--- config.mk ---
export PLATFORM = sky130hd
export DESIGN_NAME = bolme_birimi
export DESIGN_NICKNAME = d
export VERILOG_FILES = /design/src/rtl/bolme_birimi.sv
export SDC_FILE = /design/constraint.sdc
export NUM_CORES = 1
export LEC_CHECK = 0
export CORE_UTILIZATION = 30
export CTS_CLUSTER_DIAMETER = 80
export CTS_CLUSTER_SIZE = 28
export DETAILED_ROUTE_END_ITERATION = 8
export MAX_ROUTING_LAYER = met4
export SYNTH_ARGS = -nofsm -noshare
export SYNTH_HDL_FRONTEND = slang
export SYNTH_SLANG_ARGS = --single-unit
export TNS_END_PERCENT = 50
--- constraint.sdc ---
create_clock -name clk_i -period 5.8 [get_ports clk_i]
set_input_delay 1.16 -clock clk_i [delete_from_list [all_inputs] [get_ports clk_i]]
set_output_delay 1.16 -clock clk_i [all_outputs]
set_load 0.01 [all_outputs]
--- src/rtl/bolme_birimi.sv ---
// Multi-cycle RV32M divider for the YURUT stage: DIV, DIVU, REM, REMU.
// Radix-2 restoring division, one quotient bit per clock.
module bolme_birimi #(
    parameter int VERI_BIT = 32
) (
    input  logic                clk_i,
    input  logic                rst_i,
    input  logic                basla_i,
    input  logic [1:0]          islem_i,
    input  logic [VERI_BIT-1:0] bolunen_i,
    input  logic [VERI_BIT-1:0] bolen_i,
    input  logic                yrt_durdur_i,
    output logic [VERI_BIT-1:0] sonuc_o,
    output logic                hazir_o
);

    localparam int SW = $clog2(VERI_BIT + 1);

    typedef enum logic [1:0] {
        BOS     = 2'd0,
        HESAPLA = 2'd1,
        BITTI   = 2'd2
    } durum_t;

    durum_t durum, durum_sonraki;

    logic [1:0]          islem_r;
    logic                bolunen_isaret;
    logic                bolen_isaret;
    logic [VERI_BIT-1:0] bolum;
    logic [VERI_BIT-1:0] bolen_r;
    logic [VERI_BIT-1:0] kalan;
    logic [SW-1:0]       sayac;

    // Operand conditioning, evaluated only while sitting in BOS.
    logic                isaretli_giris;
    logic [VERI_BIT-1:0] bolunen_mutlak;
    logic [VERI_BIT-1:0] bolen_mutlak;
    logic                sifir_bolen;
    logic                tasma;
    logic                ozel;
    logic [VERI_BIT-1:0] ozel_sonuc;

    assign isaretli_giris = ~islem_i[0];
    assign bolunen_mutlak = (isaretli_giris && bolunen_i[VERI_BIT-1]) ? -bolunen_i : bolunen_i;
    assign bolen_mutlak   = (isaretli_giris && bolen_i[VERI_BIT-1])   ? -bolen_i   : bolen_i;
    assign sifir_bolen    = (bolen_i == '0);
    assign tasma          = isaretli_giris
                            && (bolunen_i == {1'b1, {(VERI_BIT-1){1'b0}}})
                            && (bolen_i == '1);
    assign ozel           = sifir_bolen || tasma;

    always_comb begin
        ozel_sonuc = '0;
        if (sifir_bolen)
            ozel_sonuc = islem_i[1] ? bolunen_i : '1;
        else if (tasma)
            ozel_sonuc = islem_i[1] ? '0 : bolunen_i;
    end

    // One restoring step. The remainder stays below the divisor, so the
    // shifted value fits in VERI_BIT+1 bits and fark's MSB is the borrow.
    logic [VERI_BIT:0]   kaydirilmis;
    logic [VERI_BIT:0]   fark;
    logic [VERI_BIT-1:0] yeni_kalan;
    logic [VERI_BIT-1:0] yeni_bolum;
    logic                isaretli_r;
    logic [VERI_BIT-1:0] duz_bolum;
    logic [VERI_BIT-1:0] duz_kalan;
    logic                son_sayac;

    assign kaydirilmis = {kalan, bolum[VERI_BIT-1]};
    assign fark        = kaydirilmis - {1'b0, bolen_r};
    assign yeni_kalan  = fark[VERI_BIT] ? kaydirilmis[VERI_BIT-1:0] : fark[VERI_BIT-1:0];
    assign yeni_bolum  = {bolum[VERI_BIT-2:0], ~fark[VERI_BIT]};
    assign isaretli_r  = ~islem_r[0];
    assign duz_bolum   = (isaretli_r && (bolunen_isaret ^ bolen_isaret)) ? -yeni_bolum : yeni_bolum;
    assign duz_kalan   = (isaretli_r && bolunen_isaret) ? -yeni_kalan : yeni_kalan;
    assign son_sayac   = (sayac == SW'(VERI_BIT - 1));

    always_ff @(posedge clk_i or posedge rst_i) begin
        if (rst_i)
            durum <= BOS;
        else
            durum <= durum_sonraki;
    end

    always_comb begin
        durum_sonraki = durum;
        hazir_o       = 1'b1;
        case (durum)
            BOS: begin
                hazir_o = ~basla_i;
                if (basla_i)
                    durum_sonraki = ozel ? BITTI : HESAPLA;
            end
            HESAPLA: begin
                hazir_o = 1'b0;
                if (son_sayac)
                    durum_sonraki = BITTI;
            end
            BITTI: begin
                if (!yrt_durdur_i)
                    durum_sonraki = BOS;
            end
            default: durum_sonraki = BOS;
        endcase
        if (rst_i)
            hazir_o = 1'b1;
    end

    always_ff @(posedge clk_i or posedge rst_i) begin
        if (rst_i) begin
            islem_r        <= '0;
            bolunen_isaret <= 1'b0;
            bolen_isaret   <= 1'b0;
            bolum          <= '0;
            bolen_r        <= '0;
            kalan          <= '0;
            sayac          <= '0;
            sonuc_o        <= '0;
        end else begin
            case (durum)
                BOS: begin
                    if (basla_i) begin
                        islem_r        <= islem_i;
                        bolunen_isaret <= bolunen_i[VERI_BIT-1];
                        bolen_isaret   <= bolen_i[VERI_BIT-1];
                        bolum          <= bolunen_mutlak;
                        bolen_r        <= bolen_mutlak;
                        kalan          <= '0;
                        sayac          <= '0;
                        if (ozel)
                            sonuc_o <= ozel_sonuc;
                    end
                end
                HESAPLA: begin
                    kalan <= yeni_kalan;
                    bolum <= yeni_bolum;
                    sayac <= sayac + 1'b1;
                    if (son_sayac)
                        sonuc_o <= islem_r[1] ? duz_kalan : duz_bolum;
                end
                default: ;
            endcase
        end
    end

endmodule

Word-level counts from Yosys, hierarchy flattened

Index checks and enable logic that the tools add are counted.

Add/subtract/negate cells: 6
Multipliers: 0
Divide/modulo/power cells: 0
Order comparisons: 0
Equality and inequality tests: 9
Shift operators: 0
Multiplexer cells: 27
Bitwise operators: 5
Reduce and logical (&&, ||, !) cells: 14

Operators by type and width:

| cell                 | number |
|---|---|
| $mux 32              | 15 |
| $pmux 32 s2          | 3 |
| $neg 32->32          | 4 |
| $eq 32x32->1 const B | 2 |
| $sub 33x32->33       | 1 |
| $logic_not 32->1     | 1 |
| $pmux 6 s2           | 1 |
| $mux 2               | 4 |
| $ne 2x2->1 const B   | 4 |
| $add 6x1->6 const B  | 1 |
| $eq 6x5->1 const B   | 1 |
| $logic_and 1x1->1    | 6 |
| $mux 6               | 1 |
| $pmux 2 s3           | 1 |
| $not 1->1            | 4 |
| $reduce_and 2->1     | 2 |
| $reduce_and 4->1     | 1 |
| $reduce_and 3->1     | 1 |
| $eq 2x1->1 const B   | 1 |
| $eq 2x2->1 const B   | 1 |
| $logic_not 2->1      | 1 |
| $pmux 1 s2           | 1 |
| $reduce_bool 2->1    | 1 |
| $logic_or 1x1->1     | 1 |
| other kinds (2)      | 2 |

Register bits: 140
Latch bits: 0
Memory bits (writable): 0
Memory bits (read-only): 0
Input port bits: 70
Output and inout port bits: 33
Logic and storage cells: 70
Memories: 0

Longest topological paths before layout

Depth in word-level cells: 8
Mapped depth: 23
Depth with buffers taken out: 21

Worst setup path before layout

Ideal clock, no wire load.

Path type: input-to-output
Start point: in rst_i
End point: out hazir_o
Arrival: 4832 ps
Required time: 4640 ps
Slack: -192 ps
Stages on the path: 2
Buffers on the path: 0
Path through: inv_1 > o21ai_0

Word-level cells in the longest chain between the ends: 1

Ends and longest elaborated chain:

| item            | line | text |
|---|---|---|
| start, declared | 7    | `input logic rst_i,` |
| $mux 1          | 108  | `if (rst_i)` |
| end, declared   | 14   | `output logic hazir_o` |

No other way between the ends.

Worst setup path in the final report

Start point: reg bolum[31]
End point: reg sonuc_o[24]

Word-level cells in the longest chain between the ends: 7
Elaborated cells between the ends (all ways): 10
Classes of those cells: add/sub: 3; mux: 6; bitwise: 1

Ends and longest elaborated chain:

| item                                 | line   | text |
|---|---|---|
| start, declared                      | 30     | `logic [VERI_BIT-1:0] bolum;` |
| start signal, assigned               | 129    | `bolum <= bolunen_mutlak;` |
| start signal, assigned               | 139    | `bolum <= yeni_bolum;` |
| $sub 33x32->33                       | 73     | `assign fark = kaydirilmis - {1'b0, bolen_r};` |
| $mux 32 or $not 1->1 (tied branches) | 74, 75 |  |
| $neg 32->32 (on tied branches)       | 78, 77 |  |
| $mux 32 (on tied branches)           | 78, 77 |  |
| $mux 32 *                            | 142    | `sonuc_o <= islem_r[1] ? duz_kalan : duz_bolum;` |
| $mux 32 *                            | 141    | `if (son_sayac)` |
| $pmux 32 s2 *                        | 123    | `case (durum)` |
| end signal, assigned                 | 134    | `sonuc_o <= ozel_sonuc;` |
| end signal, assigned                 | 142    |  |
| end, declared                        | 13     | `output logic [VERI_BIT-1:0] sonuc_o,` |

Every way passes the cells marked *; elsewhere a longest branch is shown, timed or not. The select of a mux whose other input is x is not followed.
A chain may end at the register's enable or synchronous reset.

==> summary.md <==
| Metric | Value |
|---|---|
| Status | `completed` |
| Worst setup EP type | `register` |
| Initial core utilization | `30.7%` |
| Cell taking the most area after synthesis | `dfrtp_1` |
| Netlist cell types | `88` |
| DIE AREA | `0.0409 sq mm` |
| Post-Place Setup Slack | `443 ps` |
| Synth area leaders | `dfrtp_1 29%, o21ai_0 7.4%, a21oi_1 5.0%` |
| Crit path cell chain | `inv_1, ha_1, fa_1, nor2b_2, o2111ai_2, a211oi_4, o41a_1, o21a_1, nor2_4, inv_2, nor2_1, a21oi_1, ha_1, a21boi_0, nand3_1, nor4bb_1, a41oi_1, o41ai_2, xor2_1, nand4_1, nand3_1` |
| Top-count cell post-synth | `o21ai_0` |
| TNS Setup | `0 ps` |
| Post-synth top area share | `29.1%` |
| Die W | `between 200 and 250 um` |
| Via count | `roughly 12000` |
| Final Core Density | `36.3%` |
| Share of cells above drive strength 1 | `6.38%` |
| Hold slack | `479 ps` |
| CP required | `around 6000 ps` |
| Slew headroom | `13.7%` |
| CTS buffer count | `17` |
| Min cycle time layout | `between 5000 and 6000 ps` |
| Buf/Inv on CP | `2` |
| CTS tree | `yes` |
| Register area share after synthesis | `between 20% and 30%` |
| CP delay by family, top | `compound AO/OA/AOI/OAI gates` |
| Peak Freq | `189 MHz` |
| Hpwl dp | `33000 um` |
| Commonest register cell after synthesis | `dfrtp_1` |
| Setup CP Type | `register to register` |
| Remaining antenna violation count | `0` |
| Drt drc | `0` |
| Post-synthesis cell area | `0.0120 sq mm` |
| Final setup viols | `0` |
| Hold path startpoint | `bolen_r[14]$_DFFE_PP0P_` |
| Max-slew violations | `0` |
| Vias in the first global route | `11622` |
| Initial antenna violation count | `0` |
| Largest net degree at the start of global routing | `141` |
| Synth Register Bits | `140` |
| CTS Hold Bufs | `0` |
| Htree depth | `4` |
| Final worst slack | `497 ps` |
| HP Class | `register to register` |
| Final WL | `between 40000 and 50000 um` |
| Crit start category | `register` |
| CTS max path bufs | `2` |
| PwrDens | `~680 mW/mm^2` |
| GRT Resource Usage Total | `21.6%` |
| Final GP Congestion | `0.939` |
| Final net count | `1711` |
| Slew @ Worst Pin | `between 1000 and 1500 ps` |
| I/O pin count | `103` |
| Mapped Avg Cell Area | `just under 8 sq um` |
| Die H | `202 um` |
| Core area | `0.0391 sq mm` |
| Synth Net Count | `~1700` |
| CP max FO | `9` |
| Routed len/inst | `approximately 20 um` |
| Congestion Overflow GR | `0` |
| Port Buf Inserts | `~100` |
| Warnings from Yosys | `0` |
| Crit path largest cell delay | `between 400 and 500 ps` |
| Clock skew | `15.6 ps` |
| Fin cells | `~2100` |
| Peak VDD IR | `0.476 mV` |
| Commonest cells post-synth | `177 x o21ai_0, 140 x dfrtp_1, 138 x nand2_1` |
| Leakage | `5.56 nW` |
| Final Cycle Share | `91.4%` |
| CTS Root Buffer Type | `clkbuf_16` |
| Initial DRC Count | `1213` |
| Fraction of registers with async set/reset | `100%` |
| Final hold vios | `0` |
| Inst Count DP | `2098` |
| Clk sink count | `140` |
| Worst Setup SP | `bolum[31]$_DFFE_PP0P_` |
| Drt first pass iters | `6` |
| Worst R2R Setup Slack | `500 ps` |
| Global-route wire length before repair | `67400 um` |
| Area growth, synth to finish | `18.0%` |
| Row cnt | `72` |
| Synth Instances | `1547` |
| Ant diodes | `0` |
| Slowest-stage cell, CP | `nor4bb_1` |
| CTS clk-pin slew, worst paths | `70 ps` |
| Worst skew pair latency | `440 ps` |
| Via/cell ratio | `about 5.7` |
| CP Data Arrival Time | `approximately 5700 ps` |
| RSZ-0062 raised after global routing | `no` |
| Count of flip-flops with a built-in enable after synthesis | `0` |
| Reg-to-reg critical path startpoint | `bolum[31]$_DFFE_PP0P_` |
| Max Cap Viol | `0` |
-- what timing repair did --
action	in CTS	in global routing
endpoints found under the setup margin	0	5
endpoints found under the hold margin	0	0
setup buffers	0	3
gates resized for setup	0	2
-- cell type report --
type	instances	area, sq um
tap	518	648
inverter	59	225
fill	4123	24900
clock buffer	20	437
multi-input combinational	1253	7930
timing repair buffer	131	1250
sequential	140	3500
clock inverter	12	186
-- cells by family (layout without fill, tap and decap cells) --
family	Yosys count	after routing	synth area share, %
buf+inv	154	222	5.18
compound gates	550	550	29.2
flops	140	140	29.1
xor+xnor	122	122	8.89
fa+ha+maj	39	39	4.12
simple gates	516	516	21.3
mux	26	26	2.21
-- cells in the final DEF, fill, tap and decap left out, types with 12 or more instances in the layout --
master,n
o21ai_0,177
dfrtp_1,140
nand2_1,137
a21oi_1,120
nor2_1,110
clkdlybuf4s50_1,102
nand3_1,71
xor2_1,63
xnor2_1,59
inv_1,57
ha_1,38
nor3_1,36
o31ai_1,31
a22oi_1,31
or3_1,29
a21o_1,28
buf_4,28
nand4_1,26
a31oi_1,23
nor4_1,22
mux2i_1,22
a211oi_1,18
clkbuf_16,17
o211ai_1,16
and2_1,13
o21ai_1,12
-- final timing paths --
| kind | endpoint | cells after the start |
|---|---|---|
| min in group asynchronous | sonuc_o[4]$_DFFE_PP0P_ | 3 |
| worst max register to register | sonuc_o[24]$_DFFE_PP0P_ | 21 |
| worst max-delay path | sonuc_o[24]$_DFFE_PP0P_ | 21 |
| worst min-delay path | bolen_r[14]$_DFFE_PP0P_ | 2 |
| max in group asynchronous | bolen_r[30]$_DFFE_PP0P_ | 3 |
| worst min register to register | bolen_r[14]$_DFFE_PP0P_ | 2 |
-- state kept, by name, summed over array words and instances, names as in the netlist --
signal / cells
bolunen_isaret: 1
bolum: 32
bolen_r: 32
sayac: 6
bolen_isaret: 1
durum: 2
sonuc_o: 32
islem_r: 2
kalan: 32
-- layer usage --
metal	vias up	global-route usage, %	share of wire, %
met2	332	33.3	46
met1	5825	28.8	46
met3	60	2.19	4.1
met5	-	-	0
met4	0	9.02	4.0
li1	5836	-	-
-- tightest hold or removal path: cells and delay by family, from the launching register on --
kind | cells | cell delay [ps]
and+or+nand+nor | 1 | 50
DFF | 1 | 340
AOI/OAI and AO/OA | 1 | 60
-- report_power, final --
part,internal [mW],switching [mW]
clock network,0.726,0.472
logic,2.39,4.20
registers,1.37,0.438
total,4.48,5.11
-- metrics by stage --
stage,area (sq um),total power [mW]
global placement,13500,8.23
floorplan,12000,6.47
finish,14200,9.59
global route,14200,10.4
CTS,14200,9.51
detailed placement,13500,8.28
Power figures use the tool's default switching activity.
